`config.mk`:
```
export PLATFORM = sky130hd
export DESIGN_NAME = group1_accum_adder
export DESIGN_NICKNAME = d
export VERILOG_FILES = /design/src/rtl/group1_accum_adder.sv
export SDC_FILE = /design/constraint.sdc
export NUM_CORES = 1
export LEC_CHECK = 0
export ABC_AREA = 1
export BUFFER_PORTS_ARGS = -buffer_cell sky130_fd_sc_hd__buf_4
export CAP_MARGIN = 20
export CORE_ASPECT_RATIO = 0.9
export CORE_MARGIN = 2
export CORE_UTILIZATION = 45
export CTS_CLUSTER_SIZE = 14
export DETAILED_ROUTE_END_ITERATION = 8
export GPL_TIMING_DRIVEN = 1
export PLACE_DENSITY = 0.68
export SYNTH_ARGS = -nofsm -noshare
export SYNTH_HDL_FRONTEND = slang
export SYNTH_SLANG_ARGS = --single-unit
```
`constraint.sdc`:
```
create_clock -name clk -period 4.18 [get_ports clk]
set_input_delay 1.254 -clock clk [delete_from_list [all_inputs] [get_ports clk]]
set_output_delay 1.254 -clock clk [all_outputs]
set_load 0.1 [all_outputs]
```
`src/rtl/group1_accum_adder.sv`:
```
// Handshaked a+b adder with pass-through or running add/subtract accumulator and one output register.
// Optional build macro ACC_SAT_EN: accumulate saturates on carry/borrow instead of wrapping.
module group1_accum_adder #(
    parameter int WIDTH     = 8,
    parameter int ACC_WIDTH = 16,
    parameter int CNT_WIDTH = 8
) (
    input  logic                 clk,
    input  logic                 rst,
    input  logic                 in_valid,
    output logic                 in_ready,
    input  logic [WIDTH-1:0]     a,
    input  logic [WIDTH-1:0]     b,
    input  logic                 acc_en,
    input  logic                 op_sub,
    input  logic                 clear,
    output logic                 out_valid,
    input  logic                 out_ready,
    output logic [ACC_WIDTH-1:0] out_data,
    output logic                 overflow,
    output logic [CNT_WIDTH-1:0] count
);

`ifdef ACC_SAT_EN
    function automatic logic [ACC_WIDTH-1:0] resolve_acc(input logic [ACC_WIDTH:0] raw,
                                                         input logic sub);
        if (raw[ACC_WIDTH])
            return sub ? '0 : '1;
        return raw[ACC_WIDTH-1:0];
    endfunction
`else
    function automatic logic [ACC_WIDTH-1:0] resolve_acc(input logic [ACC_WIDTH:0] raw);
        return raw[ACC_WIDTH-1:0];
    endfunction
`endif

    logic                 vld_p1;
    logic [ACC_WIDTH-1:0] data_p1;
    logic [ACC_WIDTH-1:0] acc_p1;
    logic                 ovf_p1;
    logic [CNT_WIDTH-1:0] cnt_p1;

    logic                 accept;
    logic [ACC_WIDTH:0]   t_p0;
    logic [ACC_WIDTH:0]   acc_base_p0;
    logic [ACC_WIDTH:0]   raw_p0;
    logic                 flag_p0;
    logic                 ovf_base_p0;
    logic [CNT_WIDTH-1:0] cnt_base_p0;
    logic [ACC_WIDTH-1:0] nxt_p0;
    logic [ACC_WIDTH-1:0] result_p0;

    assign in_ready  = !rst && (!vld_p1 || out_ready);
    assign accept    = in_valid && in_ready;
    assign out_valid = vld_p1;
    assign out_data  = data_p1;
    assign overflow  = ovf_p1;
    assign count     = cnt_p1;

    // Stage p0: operand sum and accumulator update; clear is folded in ahead of the beat
    always_comb begin
        t_p0        = {{(ACC_WIDTH - WIDTH){1'b0}}, {1'b0, a} + {1'b0, b}};
        acc_base_p0 = clear ? '0 : {1'b0, acc_p1};
        ovf_base_p0 = !clear && ovf_p1;
        cnt_base_p0 = clear ? '0 : cnt_p1;
        raw_p0      = op_sub ? (acc_base_p0 - t_p0) : (acc_base_p0 + t_p0);
        // Top bit of the widened result is the carry (add) or borrow (subtract)
        flag_p0     = raw_p0[ACC_WIDTH];
`ifdef ACC_SAT_EN
        nxt_p0      = resolve_acc(raw_p0, op_sub);
`else
        nxt_p0      = resolve_acc(raw_p0);
`endif
        result_p0   = acc_en ? nxt_p0 : t_p0[ACC_WIDTH-1:0];
    end

    // Stage p1: registered output, accumulator, sticky flag and beat counter
    always_ff @(posedge clk or posedge rst) begin
        if (rst) begin
            vld_p1  <= 1'b0;
            data_p1 <= '0;
            acc_p1  <= '0;
            ovf_p1  <= 1'b0;
            cnt_p1  <= '0;
        end else begin
            if (accept) begin
                vld_p1  <= 1'b1;
                data_p1 <= result_p0;
            end else if (out_ready) begin
                vld_p1  <= 1'b0;
            end

            if (accept && acc_en) begin
                acc_p1 <= nxt_p0;
                ovf_p1 <= ovf_base_p0 | flag_p0;
            end else begin
                acc_p1 <= acc_base_p0[ACC_WIDTH-1:0];
                ovf_p1 <= ovf_base_p0;
            end

            if (accept)
                cnt_p1 <= cnt_base_p0 + CNT_WIDTH'(1);
            else
                cnt_p1 <= cnt_base_p0;
        end
    end

endmodule

```
; Yosys cells after proc, flatten, opt, wreduce, memory -nomap -nowiden
; Index checks and enable logic that the tools add are counted.
; W data, S select, Z words.
[word_totals]
register_bits = 42
out_inout_bits = 27
[classes]
addsub = 4
mux = 9
n_bitwise = 1
n_reduce_logical = 9
[op_table]
columns = operator, count
row1 = $mux W16, 3
row2 = $add A16 B9 Y17, 1
row3 = $mux W17, 1
row4 = $sub A16 B9 Y17, 1
row5 = $mux W8, 2
row6 = $add A8 B8 Y9, 1
row7 = $add A8 B1 Y8 const B, 1
row8 = $logic_and A1 B1 Y1, 4
row9 = $logic_not A1 Y1, 3
row10 = $mux W1, 3
row11 = $reduce_bool A2 Y1, 1
row12 = $logic_or A1 B1 Y1, 1
row13 = $or A1 B1 Y1, 1

; Depth between registers and ports, before layout
[logic_depth]
word_depth = 6
ltp_mapped = 23
mapped_depth_nobuf = 23

; Worst setup path after synthesis
; No wires, ideal clock.
[synth_path]
path_kind = input port to flip-flop
from = input a[0]
to = register data_p1[13] (netlist: out_data[13])
setup_ns = 0.120
arrival_ns = 4.006
required_time_ns = 4.060
slack_ns = 0.054
cell_stages = 17
n_path_buf = 0
cell_sequence = ha_1 fa_1 inv_1 ha_1 inv_1 nor2_1 nand4_1 nor3_1 ha_1 o21ai_0 ha_1 a21oi_1 o21ai_0 a21oi_1 nand3_1 nand3_1 nand2_1
[synth_between]
elab_chain_cells = 4
elab_cells_between_ends = 5
cone_classes = 3 x add/sub / 2 x mux
[synth_rtl]
columns = item, line_no
row1 = "start, declared", 12  ; input logic [WIDTH-1:0] a,
row2 = $add A8 B8 Y9 *, 62  ; t_p0 = {{(ACC_WIDTH - WIDTH){1'b0}}, {1'b0, a} + {1'b0, b}};
row3 = $add A16 B9 Y17 or $sub A16 B9 Y17 (tied branches), 66  ; raw_p0 = op_sub ? (acc_base_p0 - t_p0) : (acc_base_p0 + t_p0);
row4 = $mux W17 *, 66
row5 = $mux W16 *, 74  ; result_p0 = acc_en ? nxt_p0 : t_p0[ACC_WIDTH-1:0];
row6 = "end signal, assigned", 88  ; data_p1 <= result_p0;
row7 = "end, declared", 38  ; logic [ACC_WIDTH-1:0] data_p1;
; Mark *: on every way between the ends. The rest lies on a longest branch, timed or not.
; A chain may end at the register's enable or synchronous reset.

; Worst setup path in the final report
[layout_path]
from = input a[0]
to = register acc_p1[15]
[layout_between]
elab_chain_cells = 4
elab_cells_between_ends = 5
cone_classes = 3 x add/sub / 2 x mux
[layout_rtl]
columns = item, line_no
row1 = $add A8 B8 Y9 *, 62
row2 = $add A16 B9 Y17 or $sub A16 B9 Y17 (tied branches), 66
row3 = $mux W17 *, 66
row4 = $mux W16 *, 93  ; if (accept && acc_en) begin
row5 = "end signal, assigned", 94  ; acc_p1 <= nxt_p0;
row6 = "end signal, assigned", 97  ; acc_p1 <= acc_base_p0[ACC_WIDTH-1:0];
row7 = "end, declared", 39  ; logic [ACC_WIDTH-1:0] acc_p1;
; Marked as above.

==> flow_metrics.env <==
export IMPL_hold_end="out_data[12]"
export IMPL_first_iter_violations=117
export IMPL_r2r_start="out_valid"
export IMPL_r2r_slack_ns=2.12
export IMPL_p_per_area_nw_per_um2=379.4
export IMPL_num_rows=29
export IMPL_grt_usage_pct=21.41
export IMPL_pin_count=50
export IMPL_n_antenna_cell=0
export IMPL_synthDistinctLibCells=34
export IMPL_synth_top_family_by_area="simple AND/OR/NAND/NOR gates"
export IMPL_hpwl_mm=6.117
export IMPL_die_w_um=94.62
export IMPL_hold_viol=0
export IMPL_clock_sinks=42
export IMPL_wirelength_mm=7.877
export IMPL_tightest_slew_ns=0.7921
export IMPL_combPwrFrac_pct=50.8
export IMPL_cp_end_kind="register"
export IMPL_worst_hold_startpoint="out_data[12]"
export IMPL_worst_path_buf_inv=4
export IMPL_reg2reg_to="out_data[6]"
export IMPL_vias_per_cell=4.958
export IMPL_die_area_um2=8095
export IMPL_ctsHoldBuffers=0
export IMPL_clk_latency_ns=0.30
export IMPL_wl_met2_mm=3.461
export IMPL_routed_top_layer="met4"
export IMPL_final_common_cell="nand2_1"
export IMPL_pwr_share_seq_pct=31.1
export IMPL_power_leakage_nw=2.308
export IMPL_crit_top_cell="ha_1"
export IMPL_cts_tree="yes"
export IMPL_grt_pass1_vias=3050
export IMPL_rsz0062_at_grt="yes"
export IMPL_cts_root_buffer="clkbuf_8"
export IMPL_layout_min_cycle_time_ns=3.940
export IMPL_synth_area_per_cell_um2=6.914
export IMPL_fin_ws_ns=0.2404
export IMPL_peakVddDrop_v=0.0003438
export IMPL_start_kind="input pin"
export IMPL_numPortBuffers=49
export IMPL_finalMaxSlewViolations=0
export IMPL_grt_max_degree=24
export IMPL_drt_first_pass_iters=4
export IMPL_numCtsBuffers=5
export IMPL_post_cts_buffers=0
export IMPL_dr_wl_met3_um=501
export IMPL_whs_path_depth=2
export IMPL_drt_met1_wl_mm=3.867
export IMPL_htreeDepth=2
export IMPL_cpMaxStageDelayCell="fa_1"
export IMPL_synth_compound_area_share_pct=9.443
export IMPL_start_util_pct=46.76
export IMPL_drive_gt1_share_pct=22.44
export IMPL_drc=0
export IMPL_status="finished clean"
export IMPL_final_cell_mix="nand2_1, buf_4, inv_1, nor2_1, dfrtp_1"
export IMPL_critPathRequiredTime_ns=4.37
export IMPL_ys_seq_elements=42
export IMPL_antenna_found_initial=0
export IMPL_synthAdderAreaFrac_pct=11.36
export IMPL_p_int_w=0.0008063
export IMPL_clk_pin_slew_ns=0.10
export IMPL_vias=3223
export IMPL_timing_final_crit_share_pct=94.25
export IMPL_critPathTopFamily="adder cells"
export IMPL_fillers=709
export IMPL_yosysSeqAreaShare_pct=31.60
export IMPL_grt_pass1_wl_mm=14.00
export IMPL_max_stage_delay_ns=0.43
export IMPL_place_ws_ns=-0.2486
export IMPL_fmax_mhz=253.8
export IMPL_clkPwrFrac_pct=18.1
export IMPL_path_max_fanout=5
export IMPL_synth_cells=481
export IMPL_synth_nets=533
export IMPL_swShare_pct=48.30
export IMPL_post_drt_wl_per_cell_um=12.12
export IMPL_power_w=0.001560
export IMPL_postRouteAntennaNets=0
export IMPL_ys_warn_count=0
export IMPL_core_area_um2=7112
export IMPL_gp_congestion=0.8884
export IMPL_skew_ns=0.01398
export IMPL_nets=608
export IMPL_synthXorXnorAreaFrac_pct=3.424
export IMPL_die_y_um=85.56
export IMPL_r2r_cells=10
export IMPL_cap_violations=0
export IMPL_synth_simple_gate_area_share_pct=35.14
export IMPL_p_switching_w=0.0007535
export IMPL_hold_class="reg2reg"
export IMPL_worstPathCellList="buf_4 -> ha_1 -> fa_1 -> inv_1 -> ha_1 -> inv_1 -> nor2_2 -> buf_4 -> nand3_2 -> nor2_2 -> nand3_2 -> nand2_1 -> ha_1 -> a21oi_1 -> o21ai_0 -> a21oi_1 -> nand3b_1 -> nand3_1 -> nand2_1"
export IMPL_setup_violations=0
export IMPL_overflow=0
export IMPL_area_growth_pct=23.63
export IMPL_synth_area_mux_share_pct=0
export IMPL_critPathArrivalTime_ns=4.13
export IMPL_max_slew_margin_rel_pct=47.13
export IMPL_worstSetupPathType="in2reg"
export IMPL_synthesis_area_um2=3326
export IMPL_clk_path_buf_depth=2
tightest hold or removal path, delay by kind of cell, from the launching register on:
kind,cells,cell delay [ns]
AND/OR/NAND/NOR,2,0.11
flip-flops,1,0.36
registers in the layout (all words and copies together), names as in the netlist:
register,cells
overflow,1
out_data,16
count,8
acc_p1,16
out_valid,1
area by class of cell:
type	instances	area, um^2	area share (%)
Tap cell	93	116.4	2.830
Timing Repair Buffer	77	578.1	14.06
Multi-Input combinational cell	363	2022	49.18
Clock buffer	5	68.82	1.674
Sequential cell	42	1051	25.56
Inverter	67	251.5	6.117
Clock inverter	3	23.77	0.5782
power groups by stage:
stage               Clock, W  Combinational, W  Sequential, W
CTS                 0.000291          0.000786       0.000485
detailed placement         0          0.000783       0.000493
finish              0.000282          0.000793       0.000485
global placement           0          0.000775       0.000492
global route        0.000307          0.000864       0.000492
floorplan                  0          0.000296       0.000779
synth_stat cells (all sizes together):
library cell  instances  area [um^2]
xnor2                 3        26.28
fa                    2        40.04
and2                  2        12.51
nand2               163        646.9
nor3                  4        30.03
nand3b                2        15.01
nor2                 49        203.9
o211ai                6        45.04
dfrtp                42         1051
nand4                 2        12.51
buf                   8        45.04
inv                  67        251.5
nor4                  1        6.260
o21ai                19        95.09
clkbuf                1        3.750
o21bai                1        7.510
ha                   27        337.8
nand3                41        235.2
a21oi                28        151.4
xor2                 10        87.58
o21a                  1        7.510
or2                   1        6.260
a21o                  1        7.510
repair_timing:
item,in CTS,in global routing
endpoints found under the hold margin,0,0
endpoints found under the setup margin,0,15
gates resized for setup,0,15
per-stage QoR:
stage / setup TNS (ns) / instances / util [%] / area (um^2) / hold WS (ns)
after global routing: -0.04666 / 650 / 57.81 / 4111 / 0.5112
after floorplan: 0 / 481 / - / 3326 / 0.5148
after detailed placement: -2.374 / 642 / 55.84 / 3971 / 0.4680
after global placement: -1.970 / 642 / 55.84 / 3971 / 0.4641
final: 0 / 650 / 57.81 / 4111 / 0.4946
after CTS: 0 / 650 / 57.14 / 4064 / 0.4928
how the worst max path moves through the flow:
stage | from | to | slack, ns | cells after the start
floorplan | a[0] | out_data[13] | 0.05 | 17
global placement | a[0] | acc_p1[13] | -0.21 | 18
detailed placement | a[0] | acc_p1[13] | -0.25 | 18
CTS | a[0] | acc_p1[13] | 0.05 | 18
global route | a[0] | acc_p1[11] | -0.02 | 24
finish | a[0] | acc_p1[15] | 0.24 | 19
logic make-up after synthesis:
| kind of cell | Yosys count |
|---|---|
| compound gates | 56 |
| xor+xnor | 13 |
| fa+ha+maj | 29 |
| buf+inv | 76 |
| flops | 42 |
| simple gates | 265 |
layer usage:
| metal | GRT usage (%) | up-vias |
|---|---|---|
| met5 | 0 | - |
| met3 | 2.636 | 4 |
| met1 | 32.33 | 1470 |
| li1 | - | 1669 |
| met4 | 3.557 | 0 |
| met2 | 33.46 | 80 |
No activity file was read; power rests on OpenSTA's default activity.
